## config.mk

```make
export PLATFORM = sky130hd
export DESIGN_NAME = bp_block_decoder
export DESIGN_NICKNAME = d
export VERILOG_FILES = /design/src/rtl/bp_block_decoder.sv
export SDC_FILE = /design/constraint.sdc
export NUM_CORES = 1
export LEC_CHECK = 0
export ABC_AREA = 1
export BUFFER_PORTS_ARGS = -buffer_cell sky130_fd_sc_hd__buf_2
export CAP_MARGIN = 20
export CORE_MARGIN = 2
export CORE_UTILIZATION = 45
export DETAILED_ROUTE_END_ITERATION = 7
export PLACE_DENSITY = 0.6
export SYNTH_ARGS = -nofsm -noshare
export SYNTH_HDL_FRONTEND = slang
export SYNTH_SLANG_ARGS = --single-unit
export TNS_END_PERCENT = 100
```

## constraint.sdc

```tcl
create_clock -name clk -period 5.2 [get_ports clk]
set_input_delay 1.04 -clock clk [delete_from_list [all_inputs] [get_ports clk]]
set_output_delay 1.04 -clock clk [all_outputs]
set_load 0.005 [all_outputs]
```

## src/rtl/bp_block_decoder.sv

```systemverilog
// Bit-serial decoder for ECG BP-mode blocks: a 4-bit bits-required header, then four
// sign-magnitude or two's-complement fields, each rebuilt as a signed J-bit sample.
module bp_block_decoder #(
    parameter int J = 10
) (
    input  logic         clk,
    input  logic         rst_n,
    input  logic [1:0]   ecgidx,
    input  logic         bit_in,
    input  logic         bit_valid,
    output logic         bit_ready,
    output logic [J-1:0] sample_out,
    output logic         sample_valid,
    input  logic         sample_ready,
    output logic [1:0]   sample_idx,
    output logic         sample_last,
    output logic         err
);

    typedef enum logic [1:0] {S_HDR, S_SIGN, S_DATA, S_ZERO} state_t;

    localparam logic [3:0] J_HDR = 4'(J);
    localparam logic [J:0] ONE   = {{J{1'b0}}, 1'b1};

    state_t       state;
    logic [3:0]   hdr;
    logic [1:0]   hdr_cnt;
    logic         mode;
    logic         sgn;
    logic [J-1:0] acc;
    logic [3:0]   bit_cnt;
    logic [1:0]   smp_cnt;

    logic         out_free;
    logic         take;
    logic [3:0]   hdr_next;
    logic         hdr_tc;
    logic         hdr_zero;
    logic         hdr_legal;
    logic [J:0]   acc_next;
    logic         field_done;
    logic [J:0]   low_mask;
    logic [J:0]   top_mask;
    logic         field_sign;
    logic [J-1:0] sm_val;
    logic [J-1:0] tc_val;
    logic [J-1:0] field_val;

    // Both ports use valid/ready: a transfer happens on a rising edge where valid and
    // ready are both high; the output register may refill in the cycle it drains.
    always_comb begin
        out_free   = !sample_valid || sample_ready;
        bit_ready  = (state != S_ZERO) && out_free;
        take       = bit_valid && bit_ready;
        hdr_next   = {hdr[2:0], bit_in};
        hdr_tc     = (ecgidx == 2'd3);
        hdr_zero   = (hdr_next == 4'd0);
        hdr_legal  = !hdr_zero && (hdr_next <= J_HDR);
        acc_next   = {acc, bit_in};
        field_done = ((bit_cnt + 4'd1) == hdr);
        // top_mask marks bit hdr-1, the sign position of a TC field
        low_mask   = (ONE << hdr) - ONE;
        top_mask   = low_mask ^ (low_mask >> 1);
        field_sign = |(acc_next & top_mask);
        tc_val     = field_sign ? (acc_next[J-1:0] | ~low_mask[J-1:0]) : acc_next[J-1:0];
        sm_val     = sgn ? ({J{1'b0}} - acc_next[J-1:0]) : acc_next[J-1:0];
        field_val  = mode ? tc_val : sm_val;
    end

    assign sample_last = sample_valid && (sample_idx == 2'd3);

    always_ff @(posedge clk or negedge rst_n) begin
        if (!rst_n) begin
            state        <= S_HDR;
            hdr          <= 4'd0;
            hdr_cnt      <= 2'd0;
            mode         <= 1'b0;
            sgn          <= 1'b0;
            acc          <= '0;
            bit_cnt      <= 4'd0;
            smp_cnt      <= 2'd0;
            sample_out   <= '0;
            sample_valid <= 1'b0;
            sample_idx   <= 2'd0;
            err          <= 1'b0;
        end else begin
            err <= 1'b0;
            if (sample_valid && sample_ready) begin
                sample_valid <= 1'b0;
            end
            case (state)
                S_HDR: begin
                    if (take) begin
                        hdr     <= hdr_next;
                        hdr_cnt <= hdr_cnt + 2'd1;
                        if (hdr_cnt == 2'd3) begin
                            mode    <= hdr_tc;
                            smp_cnt <= 2'd0;
                            bit_cnt <= 4'd0;
                            acc     <= '0;
                            if (!hdr_tc && hdr_zero) begin
                                state <= S_ZERO;
                            end else if (hdr_legal) begin
                                state <= hdr_tc ? S_DATA : S_SIGN;
                            end else begin
                                err <= 1'b1;
                            end
                        end
                    end
                end
                S_SIGN: begin
                    if (take) begin
                        sgn   <= bit_in;
                        state <= S_DATA;
                    end
                end
                S_DATA: begin
                    if (take) begin
                        if (field_done) begin
                            sample_out   <= field_val;
                            sample_valid <= 1'b1;
                            sample_idx   <= smp_cnt;
                            smp_cnt      <= smp_cnt + 2'd1;
                            acc          <= '0;
                            bit_cnt      <= 4'd0;
                            if (smp_cnt == 2'd3) begin
                                state <= S_HDR;
                            end else begin
                                state <= mode ? S_DATA : S_SIGN;
                            end
                        end else begin
                            acc     <= acc_next[J-1:0];
                            bit_cnt <= bit_cnt + 4'd1;
                        end
                    end
                end
                S_ZERO: begin
                    // Zero block consumes no bits; one sample per free output slot
                    if (out_free) begin
                        sample_out   <= '0;
                        sample_valid <= 1'b1;
                        sample_idx   <= smp_cnt;
                        smp_cnt      <= smp_cnt + 2'd1;
                        if (smp_cnt == 2'd3) begin
                            state <= S_HDR;
                        end
                    end
                end
                default: state <= S_HDR;
            endcase
        end
    end

endmodule

```

==> impl_results.md, run 1 <==
* Worst r2r path cells at 15
* DR vias at roughly 2400
* CTS max path bufs at 2
* GR Overflow Total at 0
* Post-route DRC at 0
* Detailed router's first-iteration violation count at 134
* Share of the synthesized area in the top cell type at 0.3939
* Most common cell in the netlist: nand2_1
* Clock Sinks at 40
* RSZ-0062 raised after global routing: false
* Pre-Repair DR Iteration Count at 4
* Critical path launch point type: register
* Largest net degree at the start of global routing at 41
* MaxCap Viol Count at 0
* Hold Path Depth at 2
* Final ANT Viol Nets at 0
* Endpoint type of the worst setup path: register
* Cell count after synthesis at around 370
* Leak at ~0.0015 uW
* Initial antenna violation count at 0
* Share of the yosys chip area belonging to registers at 0.3939
* Die X at between 70 and 80 um
* Final Cycle Share at 0.5201
* Routed WL at around 6100 um
* Die footprint at 6264 sq um
* Critical Path Fanout Max at 12
* Final core utilization at 0.5121
* Row count at 27
* Synth area leader: dfrtp_1
* Final setup violation count at 0
* TNS Setup at 0 ns
* Ys async rst share at 1.000
* Maximum VDD drop at between 200 and 300 uV
* CTS tree: built
* Worst hold path type: reg2reg
* Clk root buf: clkbuf_8
* P per Cell Area at 622.3 nW/um^2
* F_max at around 370 MHz
* Core footprint at 5473 sq um
* Synthesized area per cell at between 6 and 7 sq um
* Main synth FF type: dfrtp_1
* Layout Area Growth over Synthesis at 10.29%
* Number of synthesized flops with an enable pin at 0
* Ranking of synthesized cells by area: dfrtp_1 (39%), nand2_1 (17%), nand3_1 (8.3%)
* Min Clock Period, post-route at ~2.7 ns
* Routability Congestion at approximately 0.85
* Critical path data required time at 5.40 ns
* Final Max Slew Viols at 0
* Commonest cells post-synth: nand2_1 (113), nand3_1 (42), dfrtp_1 (40)
* Input/output buffers at 22
* DP HPWL at 4574 um
* Max_slew headroom at 0.3771
* H-tree depth at 2
* Cell area after synthesis at about 2500 sq um
* Vias in the first global route at between 2000 and 2500
* Routed wire length per instance at around 13 um
* Least-Margin Pin Slew at between 0.9 and 1 ns
* Clk_skew at between 0.009 and 0.01 ns
* I/O pins at 23
* Yosys Warn Count at 0
* Post-CTS Setup Repair Bufs at 0
* Status: completed
* Diode count at 0
* Share of layout cells above drive strength 1 at 0.1292
* Overall Global Routing Usage at 0.2164
* Arr. time, crit path at between 2 and 3 ns
* Post-cts resize count at 0
* Fin nets at just under 400
* Die height at a little under 80 um
* Synth unique cells at 34
* Hold Vio Cnt, Final at 0
* Cts hold-fix bufs at 0
* Syn_nets at ~380
* CP Class: reg2reg
* Global-route wire length before repair at 10660 um
* Clk Latency, worst-skew pair at slightly above 0.3 ns
* Clk slew on worst S/H paths at 0.08 ns
* CTS buffer count at 5
* DR vias/cell at between 5 and 6
* Yosys reg bits at 40
* Starting density of the core at 0.4643
[final cells by class]
cell class              instances  area, sq um
flip-flops and latches         40         1001
well taps                      72        90.09
inverters                      46        172.7
fillers                       579         2670
clock buffers                   6        82.58
multi-input cells             271         1308
clock inverters                 2        38.79
repair buffers                 22        110.1
[sequential cells by signal, indices dropped and copies added, names as in the netlist]
| signal | flops |
|---|---|
| acc | 10 |
| bit_cnt | 4 |
| err | 1 |
| hdr | 4 |
| hdr_cnt | 2 |
| mode | 1 |
| sample_idx | 2 |
| sample_out | 10 |
| sample_valid | 1 |
| sgn | 1 |
| smp_cnt | 2 |
| state | 2 |
[final timing paths]
kind	slack, ns	startpoint	endpoint
setup / recovery	2.50	hdr[3]	sample_out[1]
hold / removal	0.48	sample_out[1]	sample_out[1]
setup reg to reg	2.50	hdr[3]	sample_out[1]
hold reg to reg	0.48	sample_out[1]	sample_out[1]
max in group asynchronous	3.74	rst_n	sgn
min in group asynchronous	0.87	rst_n	hdr[3]
[cells by family after synthesis]
logic type,synth area share
buffers and inverters,0.09158
DFF,0.3939
adders and majority gates,0.02462
muxes,0.004431
xor gates and xnor gates,0.01379
and+or+nand+nor,0.3530
AOI/OAI and AO/OA,0.1187
[placed cells by master, fill, tap and decap left out, types with 2 or more instances in the layout]
cell	n
a21oi_1	11
a31oi_1	2
buf_2	22
clkbuf_8	6
dfrtp_1	40
ha_1	5
inv_1	38
inv_2	8
nand2_1	113
nand3_1	42
nand4_1	2
nor2_1	36
nor2_2	4
nor2_4	2
nor3_1	4
o21ai_0	19
o21ai_1	3
o22ai_1	12
xor2_1	3
[report_power, final]
group | leakage (uW) | total [uW] | internal, uW | switching [uW]
clock | 0.0000614 | 281 | 157 | 124
sequential | 0.000530 | 537 | 413 | 124
combinational | 0.000870 | 926 | 320 | 606
[critical path, cell delays in order, from the launching register on]
cell and delay (ns):
dfrtp_1 0.58, nor2_4 0.25, nand2_1 0.13, ha_1 0.30, nand2_1 0.19, nand2_2 0.11
nand2_1 0.10, nand2_1 0.09, o21ai_1 0.12, nand2_1 0.07, nor2_2 0.17, nand3_4 0.16
nand2_1 0.11, nand3_1 0.07, nand2_1 0.09, nand2_1 0.05
[through the flow]
| stage | worst slack [ns] | instances | cell area, sq um | hold WS (ns) | total power (uW) |
|---|---|---|---|---|---|
| detailed placement | 2.272 | 451 | 2681 | 0.4596 | 1467 |
| finish | 2.495 | 459 | 2803 | 0.4782 | 1744 |
| floorplan | 2.781 | 367 | 2541 | 0.4480 | 1247 |
| global route | 2.290 | 459 | 2803 | 0.4989 | 1933 |
| CTS | 2.494 | 459 | 2803 | 0.4824 | 1747 |
| global placement | 2.346 | 451 | 2681 | 0.4597 | 1450 |
[metal layers]
metal  track usage  up-vias  part of all wire
li1              -     1235                 -
met1        0.2705     1084              0.47
met2        0.3864       49              0.49
met3       0.04205        5             0.033
met4       0.04655        0             0.010
met5             0        -                 0
Power figures use the tool's default switching activity.
==> inputs of run 2 (changes only) <==
--- a/config.mk
+++ b/config.mk
@@ -5,13 +5,13 @@
 export SDC_FILE = /design/constraint.sdc
 export NUM_CORES = 1
 export LEC_CHECK = 0
-export ABC_AREA = 1
+export ABC_AREA = 0
 export BUFFER_PORTS_ARGS = -buffer_cell sky130_fd_sc_hd__buf_2
 export CAP_MARGIN = 20
 export CORE_MARGIN = 2
 export CORE_UTILIZATION = 45
 export DETAILED_ROUTE_END_ITERATION = 7
-export PLACE_DENSITY = 0.6
+export PLACE_DENSITY = 0.62
 export SYNTH_ARGS = -nofsm -noshare
 export SYNTH_HDL_FRONTEND = slang
 export SYNTH_SLANG_ARGS = --single-unit
==> constraint.sdc (replaced) <==
create_clock -name clk -period 2.3 [get_ports clk]
set_input_delay 0.46 -clock clk [delete_from_list [all_inputs] [get_ports clk]]
set_output_delay 0.46 -clock clk [all_outputs]
set_load 0.005 [all_outputs]
==> run 2 against run 1 <==
Effect of this change: sequential share of layout area fell by 4.2 points; sequential cell count did not move; first-iteration DRC count rose by 78%; largest cell class unchanged; cell area rose by 14%; synthesized cell count fell by 16%; critical endpoint is now sample_out[2]; clock power rose by 130%.
==> impl_results.md, run 2 <==
* Status: completed
* Commonest cells post-synth: dfrtp_1 (40), nand2_1 (36), o21ai_0 (26)
* TNS Setup at 0 ns
* Commonest cells after routing, fill and taps aside: dfrtp_1 (38), nand2_1 (36), buf_4 (30)
* Vias in the first global route at 2166
* DR vias/cell at roughly 5.7
* CP delay by family, top: simple AND/OR/NAND/NOR gates
* Multiplexer share of the synthesized area at 0.04852
* Least-Margin Pin Slew at between 0.4 and 0.5 ns
* Routability Congestion at between 0.8 and 0.9
* Max incr delay on CP at between 0.4 and 0.5 ns
* Ys async rst share at 1.000
* H-tree depth at 2
* Filler cell count at approximately 510
* Main synth FF type: dfrtp_1
* RSZ-0062 raised after global routing: true
* Critical path data required time at around 2.5 ns
* Clk_skew at about 0.0093 ns
* Compound-cell area share of the yosys netlist at 0.2261
* Cts hold-fix bufs at 0
* Worst r2r path cells at 9
* Die height at between 80 and 90 um
* Cell area after synthesis at ~2700 sq um
* Top flop regs: acc (10), sample_out (10)
* DP HPWL at roughly 4700 um
* CP Class: reg2reg
* Input/output buffers at 22
* Worst hold path type: in2async
* Min Clock Period, post-route at between 2 and 2.5 ns
* Syn_nets at ~320
* Global-route wire length before repair at approximately 11000 um
* Reg2reg end: sample_out[2]
* Final Max Slew Viols at 0
* Row count at 27
* Synthesized area per cell at 8.569 sq um
* Simple-gate share of the synthesized area at 0.2087
* Fin nets at between 300 and 400
* DP Area at 3005 sq um
* Final setup violation count at 0
* R2r setup slk at about 0.0048 ns
* Synth area leader: dfrtp_1
* Largest net degree at the start of global routing at 18
* Post-CTS Setup Repair Bufs at 0
* Final Total Pwr at between 4000 and 5000 uW
* Core footprint at roughly 5600 sq um
* Worst-path cell chain: nor4_4 > inv_1 > ha_2 > or4_1 > a32oi_1 > o211ai_1 > nor3_4 > buf_12 > o21ai_1
* Pre-Repair DR Iteration Count at 4
* Critical Path Fanout Max at 10
* Die footprint at 6533 sq um
* MaxCap Viol Count at 0
* Share of the yosys chip area belonging to registers at 0.3768
* Leak at ~0.0014 uW
* Clock Sinks at 40
* Met2 usage at 0.3488
* Overall Global Routing Usage at 0.2236
* Met1 GRT Util at 0.3264
* Starting density of the core at 0.4737
* Synth Area in XOR/XNOR at 0.05935
* Share of the synthesized area in the top cell type at 0.3768
* Final core utilization at 0.5685
* Worst R2R Start: hdr[1]
* Die X at 80.83 um
* Share of layout cells above drive strength 1 at 0.2587
* Clk slew on worst S/H paths at about 0.080 ns
* Yosys Warn Count at 0
* Ranking of synthesized cells by area: dfrtp_1 (38%), nand2_1 (5.1%), o21ai_0 (4.9%)
* Hold Vio Cnt, Final at 0
* Detailed router's first-iteration violation count at 239
* GR Overflow Total at 0
* P per Cell Area at about 1400 nW/um^2
* Final Cycle Share at 0.9979
* Initial antenna violation count at 0
* Critical path launch point type: register
* Number of synthesized flops with an enable pin at 0
* Synth Area in Adders at 0.02355
* Yosys reg bits at 40
* CTS tree: built
* F_max at around 440 MHz
* Endpoint type of the worst setup path: register
* Maximum VDD drop at between 500 and 600 uV
* Routed WL at ~6600 um
* Met3 GRT Util at 0.03333
* DR vias at 2369
* Routed wire length per instance at roughly 16 um
* I/O pins at 23
* CP max stage cell: or4_1
* Gr busiest metal: met2
* Max_slew headroom at 0.7149
* CTS max path bufs at 2
* Clk root buf: clkbuf_8
* Largest family of logic cells by synthesized area: compound AO/OA/AOI/OAI gates
* Cell count after synthesis at between 300 and 400
* Post-route DRC at 0
* Final ANT Viol Nets at 0
* Synth unique cells at 54
* CTS buffer count at 5
* Most common cell in the netlist: dfrtp_1
* CP bufs+invs at 2
* Diode count at 0
* Layout Area Growth over Synthesis at 20.02%
* Leading cell type in the layout, fill and taps excluded: dfrtp_1
* Clk Latency, worst-skew pair at ~0.30 ns
* Arr. time, crit path at 2.48 ns
* Design Area, Final at 3188 sq um
-- run 2: cell count changes in the layout (fill, tap and decap cells not counted), sizes merged, moves of 9 or more --
cell | previous run | this run
nand2b | 0 | 9
inv | 46 | 8
nand2 | 114 | 36
nor2 | 42 | 22
nand3 | 44 | 7
buf | 22 | 53
a22oi | 0 | 11
-- run 2: area by class of cell --
| type | instances | area (sq um) | share of cell area |
|---|---|---|---|
| clock buffer | 7 | 96.34 | 0.03022 |
| tap | 72 | 90.09 | 0.02826 |
| multi-input combinational | 234 | 1579 | 0.4953 |
| inverter | 9 | 33.78 | 0.01060 |
| sequential | 40 | 1003 | 0.3148 |
| timing repair buffer | 53 | 355.3 | 0.1115 |
| clock inverter | 1 | 30.03 | 0.009419 |
-- run 2: worst register-to-register path, cell delays in order (launching register included) --
cell      delay, ns
dfrtp_2        0.44
nor4_4         0.29
inv_1          0.07
ha_2           0.17
or4_1          0.47
a32oi_1        0.19
o211ai_1       0.16
nor3_4         0.18
buf_12         0.15
o21ai_1        0.06
-- run 2: how the worst max path moves through the flow --
stage                                to  cells past startpoint    from
after global routing      sample_out[2]                      9  hdr[1]
after global placement    sample_out[5]                      9  hdr[1]
final                     sample_out[2]                      9  hdr[1]
after CTS                 sample_out[2]                      9  hdr[3]
after detailed placement  sample_out[5]                     10  hdr[1]
after floorplan           sample_out[5]                      9  hdr[1]
-- run 2: cell families after synthesis --
kind of cell	after synthesis
xor gates and xnor gates	18
AOI/OAI and AO/OA	90
DFF	40
muxes	12
and+or+nand+nor	109
buffers and inverters	36
adders and majority gates	5
-- run 2: timing repair --
item                                    4_1_cts  5_1_grt
resized for setup                             2       11
endpoints found under the setup margin       10       10
pin swaps                                     3        6
-- run 2: stage by stage --
stage | worst slack (ns) | hold slack, ns | cells
final | 0.004780 | 0.03752 | 416
after global routing | -0.1428 | 0.05327 | 416
after CTS | -0.02553 | 0.04538 | 416
after detailed placement | -0.07323 | 0.3723 | 408
after global placement | -0.03527 | 0.3673 | 408
after floorplan | -0.1608 | 0.1644 | 310
-- run 2: per-layer routing --
layer	part of all wire	up-vias
met5	0	-
met4	0.0088	0
met3	0.044	6
met2	0.47	54
met1	0.48	1126
li1	-	1183
-- run 2: where the power goes --
group / leakage (uW) / internal (uW) / switching (uW)
registers: 0.000531 / 942 / 224
logic: 0.000808 / 1250 / 1530
clock network: 0.0000645 / 383 / 258
total: 0.00140 / 2580 / 2020
